`src/rtl/risc_pkg.sv`:
```
// Shared types for the RISC core data-memory path.
package risc_pkg;

    localparam int unsigned DATA_WIDTH = 32;
    localparam int unsigned CNT_WIDTH  = 2;

    typedef enum logic [1:0] {
        SIZE_BYTE = 2'd0,
        SIZE_HALF = 2'd1,
        SIZE_WORD = 2'd2
    } op_dmem_size;

    typedef enum logic {
        ARB_IDLE = 1'b0,
        ARB_WAIT = 1'b1
    } arb_state_enum;

    // Address-independent part of a data-memory command.
    typedef struct packed {
        logic                  wen;
        op_dmem_size           size;
        logic                  zero_ex;
        logic [DATA_WIDTH-1:0] wdata;
    } dmem_cmd_t;

endpackage

```
`src/rtl/rr_pick2.sv`:
```
// Two-way round-robin pick: on a tie the requester not granted last wins.
module rr_pick2 (
    input  logic req_0,
    input  logic req_1,
    input  logic last_gnt,
    output logic any_c,
    output logic winner_c
);

    // Requester 1 wins when alone, or on a tie when requester 0 was granted last.
    always_comb begin
        any_c    = req_0 | req_1;
        winner_c = req_1 & (~req_0 | ~last_gnt);
    end

endmodule

```
`src/rtl/mem_arbiter.sv`:
```
// Two-requester arbiter in front of a single data RAM port with fixed read latency.
module mem_arbiter
    import risc_pkg::*;
#(
    parameter int unsigned ADDR_WIDTH   = 16,
    parameter int unsigned MEM_READ_LAT = 1
) (
    input  logic                  clk,
    input  logic                  res_n,
    input  logic                  req_0,
    input  logic                  req_1,
    input  logic                  wen_0,
    input  logic                  wen_1,
    input  logic [ADDR_WIDTH-1:0] addr_0,
    input  logic [ADDR_WIDTH-1:0] addr_1,
    input  op_dmem_size           size_0,
    input  op_dmem_size           size_1,
    input  logic                  zero_ex_0,
    input  logic                  zero_ex_1,
    input  logic [DATA_WIDTH-1:0] wdata_0,
    input  logic [DATA_WIDTH-1:0] wdata_1,
    output logic                  gnt_0,
    output logic                  gnt_1,
    output logic                  rvalid_0,
    output logic                  rvalid_1,
    output logic [DATA_WIDTH-1:0] rdata_0,
    output logic [DATA_WIDTH-1:0] rdata_1,
    output logic                  mem_req,
    output logic                  mem_wen,
    output logic                  mem_zero_ex,
    output logic [ADDR_WIDTH-1:0] mem_addr,
    output op_dmem_size           mem_size,
    output logic [DATA_WIDTH-1:0] mem_wr_data,
    input  logic [DATA_WIDTH-1:0] mem_rd_data
);

    arb_state_enum        state, state_nxt;
    logic [CNT_WIDTH-1:0] cnt, cnt_nxt;
    logic                 owner, owner_nxt;
    logic                 last_gnt, last_gnt_nxt;
    logic                 any_req_c;
    logic                 winner_c;
    dmem_cmd_t            cmd_0, cmd_1, win_cmd;
    logic [ADDR_WIDTH-1:0] win_addr;

    assign cmd_0 = '{wen: wen_0, size: size_0, zero_ex: zero_ex_0, wdata: wdata_0};
    assign cmd_1 = '{wen: wen_1, size: size_1, zero_ex: zero_ex_1, wdata: wdata_1};

    rr_pick2 u_pick (
        .req_0    (req_0),
        .req_1    (req_1),
        .last_gnt (last_gnt),
        .any_c    (any_req_c),
        .winner_c (winner_c)
    );

    // State register; requester 0 wins the first tie after reset.
    always_ff @(posedge clk) begin
        if (!res_n) begin
            state    <= ARB_IDLE;
            cnt      <= '0;
            owner    <= 1'b0;
            last_gnt <= 1'b1;
        end else begin
            state    <= state_nxt;
            cnt      <= cnt_nxt;
            owner    <= owner_nxt;
            last_gnt <= last_gnt_nxt;
        end
    end

    // Issue/return decode; every output is held at zero while reset is asserted.
    always_comb begin
        state_nxt    = state;
        cnt_nxt      = cnt;
        owner_nxt    = owner;
        last_gnt_nxt = last_gnt;
        gnt_0        = 1'b0;
        gnt_1        = 1'b0;
        rvalid_0     = 1'b0;
        rvalid_1     = 1'b0;
        rdata_0      = '0;
        rdata_1      = '0;
        mem_req      = 1'b0;
        mem_wen      = 1'b0;
        mem_zero_ex  = 1'b0;
        mem_addr     = '0;
        mem_size     = SIZE_BYTE;
        mem_wr_data  = '0;
        win_cmd      = winner_c ? cmd_1 : cmd_0;
        win_addr     = winner_c ? addr_1 : addr_0;

        if (res_n) begin
            case (state)
                ARB_IDLE: begin
                    if (any_req_c) begin
                        mem_req      = 1'b1;
                        mem_wen      = win_cmd.wen;
                        mem_zero_ex  = win_cmd.zero_ex;
                        mem_addr     = win_addr;
                        mem_size     = win_cmd.size;
                        mem_wr_data  = win_cmd.wdata;
                        gnt_0        = ~winner_c;
                        gnt_1        = winner_c;
                        last_gnt_nxt = winner_c;
                        if (!win_cmd.wen) begin
                            owner_nxt = winner_c;
                            cnt_nxt   = CNT_WIDTH'(1);
                            state_nxt = ARB_WAIT;
                        end
                    end
                end
                ARB_WAIT: begin
                    if (cnt == CNT_WIDTH'(MEM_READ_LAT)) begin
                        rvalid_0  = ~owner;
                        rvalid_1  = owner;
                        rdata_0   = owner ? '0 : mem_rd_data;
                        rdata_1   = owner ? mem_rd_data : '0;
                        cnt_nxt   = '0;
                        state_nxt = ARB_IDLE;
                    end else begin
                        cnt_nxt = cnt + CNT_WIDTH'(1);
                    end
                end
                default: state_nxt = ARB_IDLE;
            endcase
        end
    end

endmodule

```
`config.mk`:
```
export PLATFORM = sky130hd
export DESIGN_NAME = mem_arbiter
export DESIGN_NICKNAME = d
export VERILOG_FILES = /design/src/rtl/risc_pkg.sv /design/src/rtl/rr_pick2.sv /design/src/rtl/mem_arbiter.sv
export SDC_FILE = /design/constraint.sdc
export NUM_CORES = 1
export LEC_CHECK = 0
export BUFFER_PORTS_ARGS = -buffer_cell sky130_fd_sc_hd__buf_2
export CAP_MARGIN = 20
export CORE_AREA = 2 2 101 103
export DETAILED_ROUTE_END_ITERATION = 8
export DIE_AREA = 0 0 103 105
export GPL_TIMING_DRIVEN = 0
export SKIP_CTS_REPAIR_TIMING = 1
export SLEW_MARGIN = 20
export SYNTH_ARGS = -nofsm -noshare
export SYNTH_HDL_FRONTEND = slang
export SYNTH_HIERARCHICAL = 1
export SYNTH_SLANG_ARGS = --single-unit
```
`constraint.sdc`:
```
create_clock -name clk -period 1.3 [get_ports clk]
set_input_delay 0.26 -clock clk [delete_from_list [all_inputs] [get_ports clk]]
set_output_delay 0.26 -clock clk [all_outputs]
set_load 0.01 [all_outputs]
```
Word level (Yosys, flattened, before mapping) --
Cells that the tools add are included.
Storage, ports and cells: output and inout port bits 121, bits of input ports 140, logic and storage cells 68, bits in registers 5
Operators by class: mux-type cells 48, equality and inequality tests 3, $add $sub $neg 1, reductions and logical operators 3, bitwise gates (word level) 9
Operator list (count):
- 2-to-1 mux 32 bit | 11
- 2-to-1 mux 16 bit | 4
- 2-to-1 mux 36 bit | 1
- 2-to-1 mux 1 bit | 24
- 2-to-1 mux 2 bit | 6
- NOT 1 bit | 6
- inequality test 2 bit, second input constant | 2
- one-hot mux 2 bit (2 select lines) | 1
- AND reduction 2 bit | 2
- AND reduction 3 bit | 1
- adder 2 x 1 -> 2 bit, second input constant | 1
- == test 2 x 1 -> 1 bit, second input constant | 1
- bitwise OR 1 bit | 2
- one-hot mux 1 bit (2 select lines) | 1
- AND 1 bit | 1

Logic depth before layout (Yosys ltp) --
word-level depth 7, mapped depth 6, depth with buffers taken out 4

Modules after synthesis --
Netlist, hierarchy kept.
By module, submodules not included:
- mem_arbiter | seq. area each 100.1 um2, area each 1840.5 um2, instances 1, cells each 257
- rr_pick2 | seq. area each 0.0 um2, area each 13.8 um2, instances 1, cells each 2

Worst setup path after synthesis --
OpenSTA, ideal clock, no wires.
path type register -> output, start point register last_gnt, end point output mem_addr[10], path slack -0.071 ns, cell stages (with the launch flop) 7, data arrival time 1.111 ns, path buffers 3, data required time 1.040 ns, path through dfxtp_1 -> a21boi_1 -> buf_2 -> buf_6 -> buf_6 -> mux2i_1 -> nor2_1
On the way: word-level cells in the longest chain between the ends 7
Ends and longest elaborated chain:
- start: declaration | RTL line mem_arbiter.sv:40 | logic last_gnt, last_gnt_nxt;
- start signal: assignment | RTL line mem_arbiter.sv:68 | last_gnt <= last_gnt_nxt;
- NOT 1 bit | RTL line rr_pick2.sv:13 | winner_c = req_1 & (~req_0 | ~last_gnt);
- bitwise OR 1 bit | RTL line rr_pick2.sv:13
- AND 1 bit | RTL line rr_pick2.sv:13
- named net winner_c | RTL line mem_arbiter.sv:42 | logic winner_c;
- 2-to-1 mux 16 bit | RTL line mem_arbiter.sv:91 | win_addr = winner_c ? addr_1 : addr_0;
- 2-to-1 mux 16 bit | RTL line mem_arbiter.sv:96 | if (any_req_c) begin
- 2-to-1 mux 16 bit | RTL line mem_arbiter.sv:94 | case (state)
- 2-to-1 mux 16 bit | RTL line mem_arbiter.sv:93 | if (res_n) begin
- end: declaration | RTL line mem_arbiter.sv:31 | output logic [ADDR_WIDTH-1:0] mem_addr,
The timed path passes the listed nets, and every way through them passes these cells.

Worst setup path after layout --
start point register last_gnt, end point output mem_wr_data[22]
On the way: word-level cells in the longest chain between the ends 7
Ends and longest elaborated chain:
- NOT 1 bit | RTL line rr_pick2.sv:13
- bitwise OR 1 bit | RTL line rr_pick2.sv:13
- AND 1 bit | RTL line rr_pick2.sv:13
- named net winner_c | RTL line mem_arbiter.sv:42
- 2-to-1 mux 36 bit | RTL line mem_arbiter.sv:90 | win_cmd = winner_c ? cmd_1 : cmd_0;
- 2-to-1 mux 32 bit | RTL line mem_arbiter.sv:96
- 2-to-1 mux 32 bit | RTL line mem_arbiter.sv:94
- 2-to-1 mux 32 bit | RTL line mem_arbiter.sv:93
- end: declaration | RTL line mem_arbiter.sv:33 | output logic [DATA_WIDTH-1:0] mem_wr_data,
The timed path passes the listed nets, and every way through them passes these cells.

==> summary.md <==
| Metric | Value |
|---|---|
| Crit Path Category | `register to output port` |
| CP arrival | `1.59 ns` |
| Clock transition at path regs | `0.04 ns` |
| Via density | `4.32` |
| Largest net degree at the start of global routing | `11` |
| Worst skew pair latency | `0.22 ns` |
| Crit path capture type | `output port` |
| Asr flop ratio synth | `0%` |
| Worst Hold Depth | `2` |
| # nets final | `695` |
| Worst reg2reg endpoint | `owner` |
| Highest clock rate | `0.541 GHz` |
| Most frequent cells in the layout | `buf_2 (253), nor2_1 (51), mux2i_1 (47), nor3_4 (37), inv_1 (33)` |
| Reg2Reg Launch Point | `state` |
| VDD IR-drop max | `0.279 mV` |
| Max-slew headroom | `73.7%` |
| Status | `complete, but fails checks` |
| Detailed Place HPWL | `7510 µm` |
| Yosys cell types | `28` |
| Violated checks | `setup timing` |
| Slew @ Worst Pin | `0.383 ns` |
| GRT Overall Usage | `13.9%` |
| Max Root-Sink Buffers | `2` |
| Total Power | `1.98 mW` |
| Die Wd | `103 µm` |
| Min Tclk post-route | `1.85 ns` |
| CTS tree | `built` |
| Reg-to-reg slack, setup | `-0.05 ns` |
| Initial core utilization | `19.2%` |
| Final global-route overflow total | `0` |
| Vias | `2969` |
| Max-Cap Viols | `0` |
| I/O Pins | `261` |
| Final Hold Vio Count | `0` |
| Synth Register Bits | `5` |
| Final Setup Violations | `123` |
| EDFF count, synth | `0` |
| WHS Endpoint | `last_gnt` |
| Drt first pass iters | `4` |
| Post-Place Cells | `651` |
| Sink Count | `5` |
| Crit. Startpoint | `last_gnt` |
| ANT nets after route | `0` |
| R2R depth | `5` |
| Placer Congestion | `0.847` |
| Total core area | `9640 µm²` |
| Global-route wire length before repair | `12300 µm` |
| Post-Syn Instances | `259` |
| Final setup margin | `-0.550 ns` |
| Share of post-route cells with drive strength above 1 | `73.1%` |
| Primary FF master, synth | `dfxtp_1` |
| Critical path peak fanout | `5` |
| Number of global-route vias before repair | `2550` |
| Avg Inst Size Synth | `7.16 µm²` |
| Hold_sp | `res_n` |
| CTS H-tree lvls | `1` |
| Synth warn | `6` |
| DIE AREA | `10800 µm²` |
| Final worst-path cycle share | `142%` |
| DRT iter0 DRCs | `108` |
| Sequential area share after synthesis | `5.40%` |
| DRT Wirelength | `9650 µm` |
| Mean routed wirelength per cell | `14.0 µm` |
| Row cnt | `36` |
| CP startpoint kind | `register` |
| Port Buffer Count | `259` |
| Syn Nets | `399` |
| Synth Cell Area | `1850 µm²` |
| Clock Tree Root | `clkbuf_8` |
| Required time worst endpoint | `1.04 ns` |
| Max Clock Skew | `0.00279 ns` |
| Number of buffers created by CTS | `3` |
| PD cells | `446 nW/µm²` |
| Unrepaired setup endpoints after global routing | `true` |
| Layout area overhead | `139%` |
| Most common cell after layout, fill and taps aside | `buf_2` |
| Leakage | `2.55 nW` |
| Initial antenna violation count | `1` |
| Final core utilization | `46.0%` |
| Drt drc | `0` |
| Final Max Slew Viols | `0` |
| Fin cells | `688` |
| DIE HEIGHT | `105 µm` |
| Min-Delay Path Class | `input pin to register` |
[cells in the mapped netlist, types with 2 or more instances]
library cell / n / area (µm²)
a32o_1: 2 / 20.0
mux2i_1: 52 / 521
buf_2: 15 / 75.1
buf_4: 2 / 15.0
and2_1: 2 / 12.5
nor3_2: 40 / 400
inv_1: 33 / 124
nor3_1: 24 / 120
nor2_1: 55 / 206
inv_2: 2 / 7.51
dfxtp_1: 5 / 100
nand2_1: 2 / 7.51
buf_6: 10 / 113
[worst max-delay path, cell delays in order (launching register included)]
cell and delay, ns:
dfxtp_2 0.32, a21boi_2 0.15, buf_6 0.13, buf_12 0.12, buf_12 0.11, buf_12 0.11, mux2i_1 0.21, nor2_1 0.07
buf_2 0.14
[stage by stage]
| stage | TNS [ns] | setup slack (ns) | instance area (µm²) | hold slack (ns) |
|---|---|---|---|---|
| final | -49.54 | -0.550 | 4440 | 0.327 |
| after global routing | -57.12 | -0.615 | 4440 | 0.338 |
| after CTS | -57.91 | -0.581 | 3450 | 0.299 |
| after detailed placement | -32.93 | -0.408 | 3400 | 0.455 |
| after global placement | -32.13 | -0.397 | 3400 | 0.439 |
| after floorplan | -1.94 | -0.0506 | 1940 | 0.424 |
[worst max-delay path by stage]
stage	end	slack, ns	depth (start not counted)
after global routing	mem_wr_data[27]	-0.61	8
final	mem_wr_data[22]	-0.55	8
after floorplan	mem_addr[10]	-0.05	6
after detailed placement	mem_wr_data[26]	-0.41	8
after global placement	mem_wr_data[26]	-0.40	8
after CTS	mem_wr_data[26]	-0.58	7
[registers in the layout (all words and copies together) (netlist names)]
signal	cells
last_gnt	1
cnt	2
state	1
owner	1
[where the power goes]
part           switching, mW  internal [mW]  leakage (nW)  total (mW)
combinational          0.733          0.766          2.48        1.50
sequential            0.0152          0.175        0.0420       0.190
clock                 0.0761          0.210        0.0228       0.287
[final cells by class]
type / instances / area [µm²]
diodes: 1 / 2.50
flip-flops and latches: 5 / 105
plain buffers: 28 / 360
multi-input cells: 192 / 1850
repair buffers: 290 / 1770
fillers: 942 / 5200
clock buffers: 4 / 45.0
inverters: 35 / 136
well taps: 133 / 166
[cell families after synthesis]
kind of cell / after synthesis / share of synthesized area [%]
compound gates: 7 / 3.31
buf+inv: 63 / 18.2
xor+xnor: 1 / 0.472
flops: 5 / 5.40
simple gates: 131 / 44.5
mux: 52 / 28.1
[layer usage]
metal  up-vias  track usage, %  routed length [µm]
met1      1332            15.2                3450
met4         0            3.95                 180
li1       1454               -                   -
met5         -               0                   0
met2       170            26.9                5200
met3        13            1.87                 821
(Power assumes the default switching activity.)
